--- src/rtl/cc_miss_dispatch_unit.sv ---
// cc_miss_dispatch_unit: accepts tag-lookup results and pushes hit/miss flags
// and hit lines into the downstream FIFOs. It issues one 8-beat wrapping AR
// burst per miss and bounds the number of in-flight misses.
// Optional feature macro: CC_MISS_DISPATCH_PERF_EN (hit/miss perf counters).
module cc_miss_dispatch_unit #(
  parameter int MAX_OUTSTANDING = 4
) (
  input  logic         clk,
  input  logic         rst,
  input  logic         lookup_valid_i,
  output logic         lookup_ready_o,
  input  logic         lookup_hit_i,
  input  logic [31:0]  lookup_addr_i,
  input  logic [511:0] lookup_data_i,
  input  logic         hit_flag_fifo_afull_i,
  output logic         hit_flag_fifo_wren_o,
  output logic         hit_flag_fifo_wdata_o,
  input  logic         hit_data_fifo_afull_i,
  output logic         hit_data_fifo_wren_o,
  output logic [517:0] hit_data_fifo_wdata_o,
  output logic [31:0]  mem_araddr_o,
  output logic [3:0]   mem_arlen_o,
  output logic [2:0]   mem_arsize_o,
  output logic [1:0]   mem_arburst_o,
  output logic         mem_arvalid_o,
  input  logic         mem_arready_i,
  input  logic         mem_rvalid_i,
  input  logic         mem_rready_i,
  input  logic         mem_rlast_i,
  output logic [31:0]  hit_cnt_o,
  output logic [31:0]  miss_cnt_o
);

  localparam int OUT_W = $clog2(MAX_OUTSTANDING + 1);

  typedef enum logic {ST_IDLE = 1'b0, ST_AR = 1'b1} state_t;

  state_t             state_q, state_d;
  logic [OUT_W-1:0]   outstanding_q, outstanding_d;
  logic               flag_wren_q, flag_wren_d;
  logic               flag_wdata_q, flag_wdata_d;
  logic               data_wren_q, data_wren_d;
  logic [517:0]       data_wdata_q, data_wdata_d;
  logic [31:0]        araddr_q, araddr_d;

  logic accept, hit_acc, miss_acc, retire;

  // Ready depends on the hit flag but never on valid, so it is safe to present.
  always_comb begin
    lookup_ready_o = 1'b0;
    if (state_q == ST_IDLE && !hit_flag_fifo_afull_i) begin
      if (lookup_hit_i) lookup_ready_o = !hit_data_fifo_afull_i;
      else              lookup_ready_o = (outstanding_q < OUT_W'(MAX_OUTSTANDING));
    end
  end

  assign accept   = lookup_valid_i && lookup_ready_o;
  assign hit_acc  = accept && lookup_hit_i;
  assign miss_acc = accept && !lookup_hit_i;
  // A retire seen with nothing outstanding is ignored so the counter never wraps.
  assign retire   = mem_rvalid_i && mem_rready_i && mem_rlast_i && (outstanding_q != '0);

  // Next-state logic: a miss parks the FSM in AR until the request is taken.
  always_comb begin
    state_d = state_q;
    case (state_q)
      ST_IDLE: if (miss_acc) state_d = ST_AR;
      ST_AR:   if (mem_arready_i) state_d = ST_IDLE;
      default: state_d = ST_IDLE;
    endcase
  end

  // Push strobes, push payloads, AR address and outstanding-miss count.
  always_comb begin
    flag_wren_d   = accept;
    flag_wdata_d  = hit_acc;
    data_wren_d   = hit_acc;
    data_wdata_d  = data_wdata_q;
    araddr_d      = araddr_q;
    outstanding_d = outstanding_q;
    if (hit_acc)  data_wdata_d = {lookup_addr_i[5:0], lookup_data_i};
    if (miss_acc) araddr_d = {lookup_addr_i[31:3], 3'b000};
    case ({miss_acc, retire})
      2'b10:   outstanding_d = outstanding_q + OUT_W'(1);
      2'b01:   outstanding_d = outstanding_q - OUT_W'(1);
      default: outstanding_d = outstanding_q;
    endcase
  end

  // State registers; reset drops any pending AR and clears all bookkeeping.
  always_ff @(posedge clk or posedge rst) begin
    if (rst) begin
      state_q       <= ST_IDLE;
      outstanding_q <= '0;
      flag_wren_q   <= 1'b0;
      flag_wdata_q  <= 1'b0;
      data_wren_q   <= 1'b0;
      data_wdata_q  <= '0;
      araddr_q      <= '0;
    end else begin
      state_q       <= state_d;
      outstanding_q <= outstanding_d;
      flag_wren_q   <= flag_wren_d;
      flag_wdata_q  <= flag_wdata_d;
      data_wren_q   <= data_wren_d;
      data_wdata_q  <= data_wdata_d;
      araddr_q      <= araddr_d;
    end
  end

  assign hit_flag_fifo_wren_o  = flag_wren_q;
  assign hit_flag_fifo_wdata_o = flag_wdata_q;
  assign hit_data_fifo_wren_o  = data_wren_q;
  assign hit_data_fifo_wdata_o = data_wdata_q;
  assign mem_araddr_o          = araddr_q;
  assign mem_arvalid_o         = (state_q == ST_AR);
  assign mem_arlen_o           = 4'd7;
  assign mem_arsize_o          = 3'd3;
  assign mem_arburst_o         = 2'b10;

`ifdef CC_MISS_DISPATCH_PERF_EN
  logic [31:0] hit_cnt_q, hit_cnt_d, miss_cnt_q, miss_cnt_d;

  // Saturating event counters for accepted hits and misses.
  always_comb begin
    hit_cnt_d  = hit_cnt_q;
    miss_cnt_d = miss_cnt_q;
    if (hit_acc  && hit_cnt_q  != 32'hFFFF_FFFF) hit_cnt_d  = hit_cnt_q  + 32'd1;
    if (miss_acc && miss_cnt_q != 32'hFFFF_FFFF) miss_cnt_d = miss_cnt_q + 32'd1;
  end

  // Counter registers.
  always_ff @(posedge clk or posedge rst) begin
    if (rst) begin
      hit_cnt_q  <= '0;
      miss_cnt_q <= '0;
    end else begin
      hit_cnt_q  <= hit_cnt_d;
      miss_cnt_q <= miss_cnt_d;
    end
  end

  assign hit_cnt_o  = hit_cnt_q;
  assign miss_cnt_o = miss_cnt_q;
`else
  assign hit_cnt_o  = '0;
  assign miss_cnt_o = '0;
`endif

endmodule

--- config.mk ---
export PLATFORM = sky130hd
export DESIGN_NAME = cc_miss_dispatch_unit
export DESIGN_NICKNAME = d
export VERILOG_FILES = /design/src/rtl/cc_miss_dispatch_unit.sv
export SDC_FILE = /design/constraint.sdc
export NUM_CORES = 1
export LEC_CHECK = 0
export CAP_MARGIN = 10
export CORE_AREA = 4 4 459 461
export DETAILED_ROUTE_END_ITERATION = 8
export DIE_AREA = 0 0 463 465
export PLACE_DENSITY_LB_ADDON = 0.12
export SETUP_SLACK_MARGIN = 0.02
export SYNTH_ARGS = -nofsm -noshare
export SYNTH_HDL_FRONTEND = slang
export SYNTH_SLANG_ARGS = --single-unit
export TNS_END_PERCENT = 50
--- constraint.sdc ---
create_clock -name clk -period 22.4 [get_ports clk]
set_clock_uncertainty 0.1 [all_clocks]
set_input_delay 2.24 -clock clk [delete_from_list [all_inputs] [get_ports clk]]
set_output_delay 2.24 -clock clk [all_outputs]
set_load 0.05 [all_outputs]
Yosys cells after proc, flatten, opt, wreduce, memory -nomap -nowiden

Cells that the tools add are included.
W data, S select, Z words.

Equality and inequality tests: 2
Reduce and logical (&&, ||, !) cells: 12
Bitwise logic cells: 1
Add/subtract/negate cells: 2
$lt $le $gt $ge: 1
Muxes and demuxes: 6

Operator list:

| kind                  | count |
|---|---|
| $logic_and A1 B1 Y1   | 7 |
| $pmux W3 S2           | 1 |
| $mux W1               | 4 |
| $add A3 B1 Y3 const B | 1 |
| $logic_not A1 Y1      | 3 |
| $lt A3 B3 Y1 const B  | 1 |
| $reduce_bool A3 Y1    | 1 |
| $sub A3 B1 Y3 const B | 1 |
| $eq A2 B1 Y1 const B  | 1 |
| $eq A2 B2 Y1 const B  | 1 |
| $pmux W1 S2           | 1 |
| $reduce_bool A2 Y1    | 1 |
| $not A1 Y1            | 1 |

Input port bits: 554
Output and inout port bits: 628
Logic and storage cells: 30
Register bits: 553

Depth between registers and ports, before layout

Gate-level depths: netlist of run 1.

Depth after elaboration: 7
Gate-level depth with buffers: 9
Mapped depth without buffers: 8

Worst setup path before layout of run 1

Ideal clock, no wire load.

Path kind: input to output
Start: input lookup_hit_i
End: output lookup_ready_o
Setup slack: 17,274 ps
Data required time: 20,060 ps
Data arrival time: 2,786 ps
Cell stages on the path: 2
Buffers on the path: 0
Cells stage by stage: nor2b_4 > o21a_1

Word-level cells in the longest chain between the ends: 2

RTL lines:

| what            | RTL line | source |
|---|---|---|
| start, declared | 12       | `input logic lookup_hit_i,` |
| $mux W1         | 52       | `if (lookup_hit_i) lookup_ready_o = !hit_data_fifo_afull_i;` |
| $mux W1         | 51       | `if (state_q == ST_IDLE && !hit_flag_fifo_afull_i) begin` |
| end, declared   | 11       | `output logic lookup_ready_o,` |

Every way passes these cells.

Worst setup path after layout of run 1

Start: input lookup_hit_i
End: register data_wdata_q[105] (netlist: hit_data_fifo_wdata_o[105])

Word-level cells in the longest chain between the ends: 4

RTL lines:

| what                  | RTL line | source |
|---|---|---|
| $mux W1               | 52       |  |
| $mux W1               | 51       |  |
| $logic_and A1 B1 Y1   | 57       | `assign accept = lookup_valid_i && lookup_ready_o;` |
| $logic_and A1 B1 Y1 * | 58       | `assign hit_acc = accept && lookup_hit_i;` |
| end signal, assigned  | 106      | `data_wdata_q <= data_wdata_d;` |
| end, declared         | 43       | `logic [517:0] data_wdata_q, data_wdata_d;` |

Every way passes the cells marked *; elsewhere a longest branch is shown, timed or not.
A chain may end at the register's enable or synchronous reset.

==> results.md, run 1 <==
- Largest net degree at the start of global routing: 130
- CTS tree: built
- Status: completed
- Final period utilization: 30.9%
- Fin nets: 2959
- Die width: 463 µm
- Layout area overhead: 66.6%
- Clock Path Buffers: 3
- Vias/cell: 2.91
- CTS-repair resized insts: 0
- Max cap viols: 0
- DRC Markers: 0
- Remaining Overflow, GRT: 0
- I/O pins: 1182
- WP data arrival: 7.36 ns
- Syn Inst Count: 1263
- Worst skew pair latency: 0.68 ns
- Syn avg cell area: 18.9 µm²
- Achievable Freq: 0.145 GHz
- Shortest period the worst path allows: 6.92 ns
- WL final: 109000 µm
- Die H: 465 µm
- FF+latch count, synth: 553
- Critical path required time: 22.85 ns
- Seq/Total Area, Yosys: 58.1%
- Initial drt markers: 451
- CP startpoint kind: input pin
- Final setup viols: 0
- Drt wl/cell: 21.0 µm
- Antenna Nets Post-Route: 0
- Global-route wire length before repair: 149000 µm
- Peak supply drop: 0.0000659 V
- Gp weighted congestion: 0.793
- CTS buffer count: 80
- Power Density: 133 nW/µm²
- Design Power: 5270 µW
- Total track usage: 9.75%
- Yosys warning count: 0
- Critical Path End Type: register
- Initial Utilization: 11.5%
- Die area: 215000 µm²
- Number of global-route vias before repair: 17400
- Fraction of layout cells with a size suffix above 1: 28.1%
- Post-CTS Setup Bufs: 0
- Antenna violations before repair: 29
- Leakage: 0.0163 µW
- Row cnt: 167
- Synth unique cells: 24
- Post-DP HPWL: 84800 µm
- I/O Buffers: 1105
- Fin. Hold Viols: 0
- Hold Crit Class: register to register
- Worst slew pin tran: 1.01 ns
- DR pass1 iterations: 4
- Synthesized area: 23800 µm²
- Final Max Tran Viols: 0
- Worst Path Max Fanout: 94
- Hold-fix buffers, CTS: 0
- Core ar.: 206000 µm²
- Clock Sink Count: 553
- Clock-pin slew on the worst setup and hold paths: 0.05 ns
- Setup TNS: 0 ns
- Routed vias: 15100
- Critical path type: input pin to register
- RSZ-0062 raised after global routing: false
- H-tree Lvls: 3
- Clk root buf: clkbuf_16
- Worst rel slew slack: 32.9%
[layout by cell type (no fill, tap or decap), drive strengths merged, types with 2 or more instances in the layout]
master and count:
clkbuf 124, inv 10, clkinvlp 2, xor2 2
buf 17, clkdlybuf4s50 1105, diode 12, conb 76
bufinv 4, nor2 4, mux2 547, dfrtp 553
clkinv 10, nand3 2
[through the flow]
step	setup WS, ns	hold WS (ns)	util (%)	instance area [µm²]	std cells
after floorplan	4.60	0.364	-	24100	1337
after global placement	14.79	0.385	17.9	37000	5025
after detailed placement	14.72	0.390	17.9	37000	5025
after CTS	15.50	0.406	19.2	39600	5170
after global routing	15.31	0.417	19.2	39700	5179
final	15.48	0.403	19.2	39700	5182
[Yosys cell counts]
cell	number	area, µm²
nor2b_4	1	13.8
buf_12	55	1100
buf_4	77	578
and3_4	1	11.3
nor2_2	1	6.26
xnor2_1	1	8.76
ha_1	1	12.5
buf_6	2	22.5
inv_1	5	18.8
mux2_2	38	428
mux2_4	509	7640
nand3_1	2	10.0
and2_1	1	6.26
dfrtp_1	553	13800
nor3_1	1	5.00
mux2i_1	1	10.0
buf_2	3	15.0
conb_1	2	7.51
xor2_1	2	17.5
nor2_1	3	11.3
o21ai_0	1	5.00
fa_1	1	20.0
o21a_1	1	7.51
buf_8	1	15.0
[cells by family (layout without fill, tap and decap cells)]
logic type	Yosys count	in the layout	synth area share, %
AOI/OAI and AO/OA	2	2	0.0525
xor gates and xnor gates	3	3	0.110
adders and majority gates	2	2	0.137
buffers and inverters	143	1272	7.35
DFF	553	553	58.1
muxes	548	548	33.9
other	2	88	0.0315
and+or+nand+nor	10	10	0.268
[where the power goes]
part	internal [µW]	switching (µW)	leakage, µW
registers	1300	213	0.00666
clock network	780	518	0.00130
logic	947	1510	0.00836
total	3030	2240	0.0163
[per-layer routing]
metal / up-vias / global-route usage (%) / share of wire [%]
li1: 6558 / - / -
met1: 7452 / 10.3 / 37
met2: 835 / 15.6 / 46
met3: 179 / 6.19 / 13
met4: 30 / 3.88 / 3.7
met5: - / 0 / 0.17
[worst paths after layout]
kind                             startpoint                          to  slack, ns  cells past startpoint
hold / removal             mem_araddr_o[20]            mem_araddr_o[20]       0.40                      1
hold reg to reg            mem_araddr_o[20]            mem_araddr_o[20]       0.40                      1
setup / recovery               lookup_hit_i  hit_data_fifo_wdata_o[105]      15.48                      8
min in group asynchronous               rst  hit_data_fifo_wdata_o[100]       2.05                      2
max in group asynchronous               rst            mem_araddr_o[31]      16.41                      6
setup reg to reg              mem_arvalid_o  hit_data_fifo_wdata_o[105]      17.23                      7
[worst max-delay path, stage by stage]
cell and delay [ns]:
clkdlybuf4s50_1 0.50, nor2b_4 0.25, and3_4 0.87, buf_4 0.82, buf_4 0.70, buf_4 0.66
buf_12 0.52, mux2_4 0.35
[final cells by class]
| type | count | area, µm² |
|---|---|---|
| Inverter | 5 | 26.3 |
| Timing Repair Buffer | 1122 | 11200 |
| Fill cell | 22200 | 167000 |
| Sequential cell | 553 | 13800 |
| Antenna cell | 12 | 30.0 |
| Multi-Input combinational cell | 641 | 8510 |
| Clock buffer | 124 | 2390 |
| Clock inverter | 21 | 267 |
| Tap cell | 2704 | 3380 |
[sequential cells by signal, indices dropped and copies added (netlist names)]
signal	count
hit_data_fifo_wdata_o	518
hit_data_fifo_wren_o	1
mem_araddr_o	29
hit_flag_fifo_wren_o	1
outstanding_q	3
mem_arvalid_o	1
(Power assumes the default switching activity.)
==> inputs of run 2 (changes only) <==
==> constraint.sdc (replaced) <==
create_clock -name clk -period 5.9 [get_ports clk]
set_clock_uncertainty 0.1 [all_clocks]
set_input_delay 0.59 -clock clk [delete_from_list [all_inputs] [get_ports clk]]
set_output_delay 0.59 -clock clk [all_outputs]
set_load 0.05 [all_outputs]
==> run 2 against run 1 <==
Effect of this change:
- clock power grew to 3.8 times the previous value
- routed wire length is 2.7% higher
- flip-flop and latch count stayed put
- sequential share of layout area is 0.19 points lower
- sequential power grew to 3.8 times the previous value
- register-to-register slack worse by 14 ns
- first-iteration DRC count is 6.9% higher
- via count is 0.45% higher
- hold slack worse by 0.071 ns
- critical path depth is 5 lower
- count of clock-buffer cells in the layout is 1 lower
- cell count is 0.41% higher
- critical endpoint is now lookup_ready_o
==> results.md, run 2 (synthesis gave the netlist of run 1 again) <==
- Commonest non-fill, non-tap cell in the layout: clkdlybuf4s50_1 (unchanged)
- Row cnt: 167 (unchanged)
- Core ar.: 206000 µm² (unchanged)
- Clock Sink Count: 553 (unchanged)
- Remaining Overflow, GRT: 0 (unchanged)
- DR pass1 iterations: 4 (unchanged)
- RSZ-0062 raised after global routing: false (unchanged)
- I/O pins: 1182 (unchanged)
- DRC Markers: 0 (unchanged)
- Achievable Freq: 0.305 GHz
- Number of global-route vias before repair: 17400 (about the same)
- Worst slew pin tran: 1.15 ns (was 1.01 ns)
- H-tree Lvls: 3 (unchanged)
- Crit-path max cell delay: 0.87 ns (about the same)
- Commonest non-fill, non-tap cells in the layout: clkdlybuf4s50_1 (1105), dfrtp_1 (553), mux2_4 (509) (unchanged)
- Routed vias: 15100 (about the same)
- Initial Utilization: 11.5% (unchanged)
- CTS tree: built (unchanged)
- Shortest period the worst path allows: 3.28 ns
- Crit path buf inv count: 1 (was 5)
- Critical path required time: 5.21 ns (was 22.85 ns)
- Fin nets: 2978 (was 2959)
- Leakage: 0.0164 µW (was 0.0163 µW)
- Worst skew pair latency: 0.68 ns (about the same)
- Drt wl/cell: 21.4 µm (was 21.0 µm)
- Gp weighted congestion: 0.764 (was 0.793)
- Peak supply drop: 0.000248 V (was 0.0000659 V)
- CTS-repair resized insts: 0 (unchanged)
- Final period utilization: 55.6%
- Total track usage: 10.0% (was 9.75%)
- Setup TNS: 0 ns (unchanged)
- CTS buffer count: 81 (was 80)
- Vias/cell: 2.91 (about the same)
- Layout area overhead: 67.5% (was 66.6%)
- Die width: 463 µm (unchanged)
- Post-DP HPWL: 87400 µm (was 84800 µm)
- Critical Path End Type: output port (was register)
- Hold Crit Class: input pin to async pin (was register to register)
- WL final: 112000 µm (was 109000 µm)
- Status: completed (unchanged)
- Die H: 465 µm (unchanged)
- Initial drt markers: 482 (was 451)
- Family with the most delay on the worst path: buffers and inverters (unchanged)
- Antenna violations before repair: 43 (was 29)
- Hold-fix buffers, CTS: 0 (unchanged)
- Antenna Nets Post-Route: 0 (unchanged)
- Clock-pin slew on the worst setup and hold paths: 0.06 ns (was 0.05 ns)
- Post-CTS Setup Bufs: 0 (unchanged)
- Largest register FFs: 518 (unchanged)
- Clk root buf: clkbuf_16 (unchanged)
- Worst Path Max Fanout: 3 (was 94)
- Final Max Tran Viols: 0 (unchanged)
- Hold Slack: 0.332 ns (was 0.403 ns)
- I/O Buffers: 1105 (unchanged)
- Critical path type: register to output port (was input pin to register)
- Fraction of layout cells with a size suffix above 1: 28.5% (was 28.1%)
- Power Density: 503 nW/µm² (was 133 nW/µm²)
- Final setup viols: 0 (unchanged)
- Global-route wire length before repair: 153000 µm (was 149000 µm)
- Worst rel slew slack: 23.3% (was 32.9%)
- Die area: 215000 µm² (unchanged)
- Fin. Hold Viols: 0 (unchanged)
- Worst-path cell chain: nor2_2 -> o21a_1 -> clkdlybuf4s50_1 (was clkdlybuf4s50_1 -> nor2b_4 -> and3_4 -> buf_4 -> buf_4 -> buf_4 -> buf_12 -> mux2_4)
- Largest net degree at the start of global routing: 139 (was 130)
- CP startpoint kind: register (was input pin)
- Number of fill cells: 22200 (about the same)
- CP max stage cell: clkdlybuf4s50_1 (was and3_4)
- Clock Path Buffers: 3 (unchanged)
- Max cap viols: 0 (unchanged)
- WP data arrival: 2.59 ns (was 7.36 ns)
-- run 2: stage by stage --
step	instance area (µm²)	util, %	std cells	setup WS [ns]	power, µW
floorplan	24100	-	1337	-2.32	11500
global placement	37100	18.0	5043	2.10	15300
detailed placement	37100	18.0	5043	2.20	15300
CTS	39800	19.3	5184	2.42	20500
global route	39900	19.3	5191	2.45	21000
finish	39900	19.3	5203	2.62	20100
-- run 2: layout make-up --
cell class                      instances  area, µm²  share of cell area [%]
Sequential cell                       553      13800                    34.7
Multi-Input combinational cell        641       8510                    21.3
Inverter                                5       22.5                  0.0565
Antenna cell                           19       47.5                   0.119
Tap cell                             2704       3380                    8.48
Clock inverter                         18        289                   0.725
Clock buffer                          123       2400                    6.01
Timing Repair Buffer                 1140      11400                    28.6
-- run 2: metal layers --
metal | vias to the layer above | GRT usage [%] | share of wire, %
li1 | 6603 | - | -
met1 | 7475 | 10.5 | 36
met2 | 845 | 16.7 | 48
met3 | 168 | 6.17 | 13
met4 | 30 | 3.14 | 2.8
met5 | - | 0 | 0.19
-- run 2: worst paths after layout --
path,from,endpoint,slack [ns],cells past startpoint
max reg2reg,mem_arvalid_o,hit_data_fifo_wdata_o[201],2.91,4
max in group asynchronous,rst,hit_data_fifo_wdata_o[508],3.97,3
max,mem_arvalid_o,lookup_ready_o,2.62,3
min,rst,hit_data_fifo_wdata_o[86],0.33,2
min in group clk,outstanding_q[0],outstanding_q[0],0.40,1
min reg2reg,outstanding_q[0],outstanding_q[0],0.40,1
-- run 2: where the power goes --
group | leakage [µW] | internal (µW) | switching, µW
Combinational | 0.00846 | 3600 | 5750
Sequential | 0.00666 | 4950 | 789
Clock | 0.00131 | 2980 | 2000
Total | 0.0164 | 11500 | 8530
==> inputs of run 3 (changes only) <==
==> constraint.sdc (replaced) <==
create_clock -name clk -period 3.06 [get_ports clk]
set_clock_uncertainty 0.1 [all_clocks]
set_input_delay 0.306 -clock clk [delete_from_list [all_inputs] [get_ports clk]]
set_output_delay 0.306 -clock clk [all_outputs]
set_load 0.05 [all_outputs]
==> run 3 against run 2 <==
Effect of this change:
- non-clock buffer count is 21 higher
- routed wire length is 0.72% lower
- worst setup slack got worse by 2.1 ns
- count of clock-buffer cells in the layout decreased by 9
- via count rose by 0.15%
- power grew 93%
- combinational power up 94%
- first-iteration DRC count fell by 4.6%
- clock power increased by 95%
- critical endpoint is now mem_arvalid_o
- highest routed layer unchanged
==> results.md, run 3 (synthesis gave the netlist of run 1 again) <==
- DRC Markers: 0 (unchanged)
- Commonest non-fill, non-tap cells in the layout: clkdlybuf4s50_1 (1102), dfrtp_1 (553), mux2_4 (509) (was clkdlybuf4s50_1 (1105), dfrtp_1 (553), mux2_4 (509))
- CP startpoint kind: register (unchanged)
- Crit path buf inv count: 1 (unchanged)
- Die area: 215000 µm² (unchanged)
- Antenna violations before repair: 46 (was 43)
- Peak supply drop: 0.000605 V (was 0.000248 V)
- Leakage: 0.0167 µW (was 0.0164 µW)
- Max cap viols: 0 (unchanged)
- DR pass1 iterations: 4 (unchanged)
- Post-DP HPWL: 88400 µm (was 87400 µm)
- Gp weighted congestion: 0.752 (was 0.764)
- I/O pins: 1182 (unchanged)
- Commonest non-fill, non-tap cell in the layout: clkdlybuf4s50_1 (unchanged)
- Clock Path Buffers: 3 (unchanged)
- Final period utilization: 82.4%
- Post-CTS Setup Bufs: 0 (unchanged)
- Clock-pin slew on the worst setup and hold paths: 0.05 ns (was 0.06 ns)
- Post-route insts no fill: 5232 (was 5203)
- WHS Path Cells: 2
- Antenna Nets Post-Route: 0 (unchanged)
- Worst rel slew slack: 50.4% (was 23.3%)
- Remaining Overflow, GRT: 0 (unchanged)
- Critical path required time: 2.65 ns (was 5.21 ns)
- Initial drt markers: 460 (was 482)
- Design Power: 38800 µW (was 20100 µW)
- Layout area overhead: 69.3% (was 67.5%)
- Fin. Hold Viols: 0 (unchanged)
- Setup TNS: 0 ns (unchanged)
- Fraction of layout cells with a size suffix above 1: 29.6% (was 28.5%)
- Final Max Tran Viols: 0 (unchanged)
- Family with the most delay on the worst path: buffers and inverters (unchanged)
- Number of fill cells: 22200 (about the same)
- Worst slew pin tran: 0.742 ns (was 1.15 ns)
- H-tree Lvls: 3 (unchanged)
- Placed cell count: 5063 (was 5043)
- RSZ-0062 raised after global routing: false (unchanged)
- Hold Crit Class: input pin to register (was input pin to async pin)
- Die H: 465 µm (unchanged)
- Core ar.: 206000 µm² (unchanged)
- I/O Buffers: 1105 (unchanged)
- Clk root buf: clkbuf_16 (unchanged)
- Status: completed (unchanged)
- Number of global-route vias before repair: 17400 (about the same)
- CTS tree: built (unchanged)
- CTS-repair resized insts: 0 (unchanged)
- WP data arrival: 2.12 ns (was 2.59 ns)
- Worst skew pair latency: 0.67 ns (was 0.68 ns)
- Clock Sink Count: 553 (unchanged)
- Die width: 463 µm (unchanged)
- Initial Utilization: 11.5% (unchanged)
- CTS buffer count: 82 (was 81)
- Achievable Freq: 0.397 GHz
- Vias/cell: 2.89 (was 2.91)
- Largest net degree at the start of global routing: 82 (was 139)
- Drt wl/cell: 21.2 µm (was 21.4 µm)
- Reg2Reg Depth: 5 (was 4)
- CP max stage cell: clkdlybuf4s50_1 (unchanged)
- Routed vias: 15100 (about the same)
- Largest register FFs: 518 (unchanged)
- Instance count on the critical path: 1 (was 3)
- Flop-to-flop setup slack: 0.77 ns (was 2.91 ns)
- Global-route wire length before repair: 152000 µm (was 153000 µm)
- Final setup viols: 0 (unchanged)
- Fin nets: 3000 (was 2978)
- Total track usage: 9.95% (was 10.0%)
- Worst-path cell chain: clkdlybuf4s50_1 (was nor2_2 -> o21a_1 -> clkdlybuf4s50_1)
- Crit-path max cell delay: 0.94 ns (was 0.87 ns)
- Row cnt: 167 (unchanged)
- Power Density: 962 nW/µm² (was 503 nW/µm²)
- Worst Path Max Fanout: 3 (unchanged)
- Shortest period the worst path allows: 2.52 ns
- Critical path type: register to output port (unchanged)
- Critical Path End Type: output port (unchanged)
- WL final: 111000 µm (was 112000 µm)
run 3: cell count changes in the layout (fill, tap and decap cells not counted), sizes merged, moves of 3 or more:
cell,previous run,this run
clkbuf,123,114
clkdlybuf4s50,1105,1102
clkinv,10,25
buf,35,58
bufinv,4,7
run 3: worst paths after layout:
check | from | to
max | mem_arvalid_o | mem_arvalid_o
min | mem_arready_i | mem_arvalid_o
max reg2reg | mem_arvalid_o | hit_data_fifo_wdata_o[30]
min reg2reg | mem_araddr_o[17] | mem_araddr_o[17]
max in group asynchronous | rst | hit_data_fifo_wdata_o[391]
min in group asynchronous | rst | hit_data_fifo_wdata_o[80]
run 3: area by class of cell:
type                       instances  area [µm²]  share of cell area, %
sequential                       553       13800                   34.3
inverter                           5        22.5                 0.0559
multi-input combinational        641        8510                   21.1
antenna                           18        45.0                  0.112
timing repair buffer            1161       11800                   29.2
clock inverter                    36         413                   1.02
tap                             2704        3380                   8.39
clock buffer                     114        2330                   5.79
run 3: what timing repair did:
| action | in CTS | in global routing |
|---|---|---|
| hold buffers | 1 | 0 |
| endpoints found under the setup margin | 0 | 0 |
| endpoints found under the hold margin | 4 | 0 |
run 3: power breakdown:
group          leakage, µW  internal, µW  switching [µW]
clock network      0.00136          5920            3780
logic              0.00864          6980           11100
registers          0.00666          9540            1500
run 3: layer usage:
metal  global-route usage, %  part of all wire (%)
met5                       0                  0.16
met4                    2.72                   2.1
met3                    6.34                    13
met2                    16.6                    48
met1                    10.4                    37
run 3: stage by stage:
step	hold WS, ns	utilization (%)	instance area, µm²	worst slack [ns]
6_report	0.119	19.5	40300	0.539
5_1_grt	0.0392	19.5	40300	0.358
4_1_cts	0.000346	19.5	40300	0.311
3_5_place_dp	0.391	18.2	37500	0.395
3_3_place_gp	0.381	18.2	37500	0.460
2_1_floorplan	0.302	-	24100	-4.87
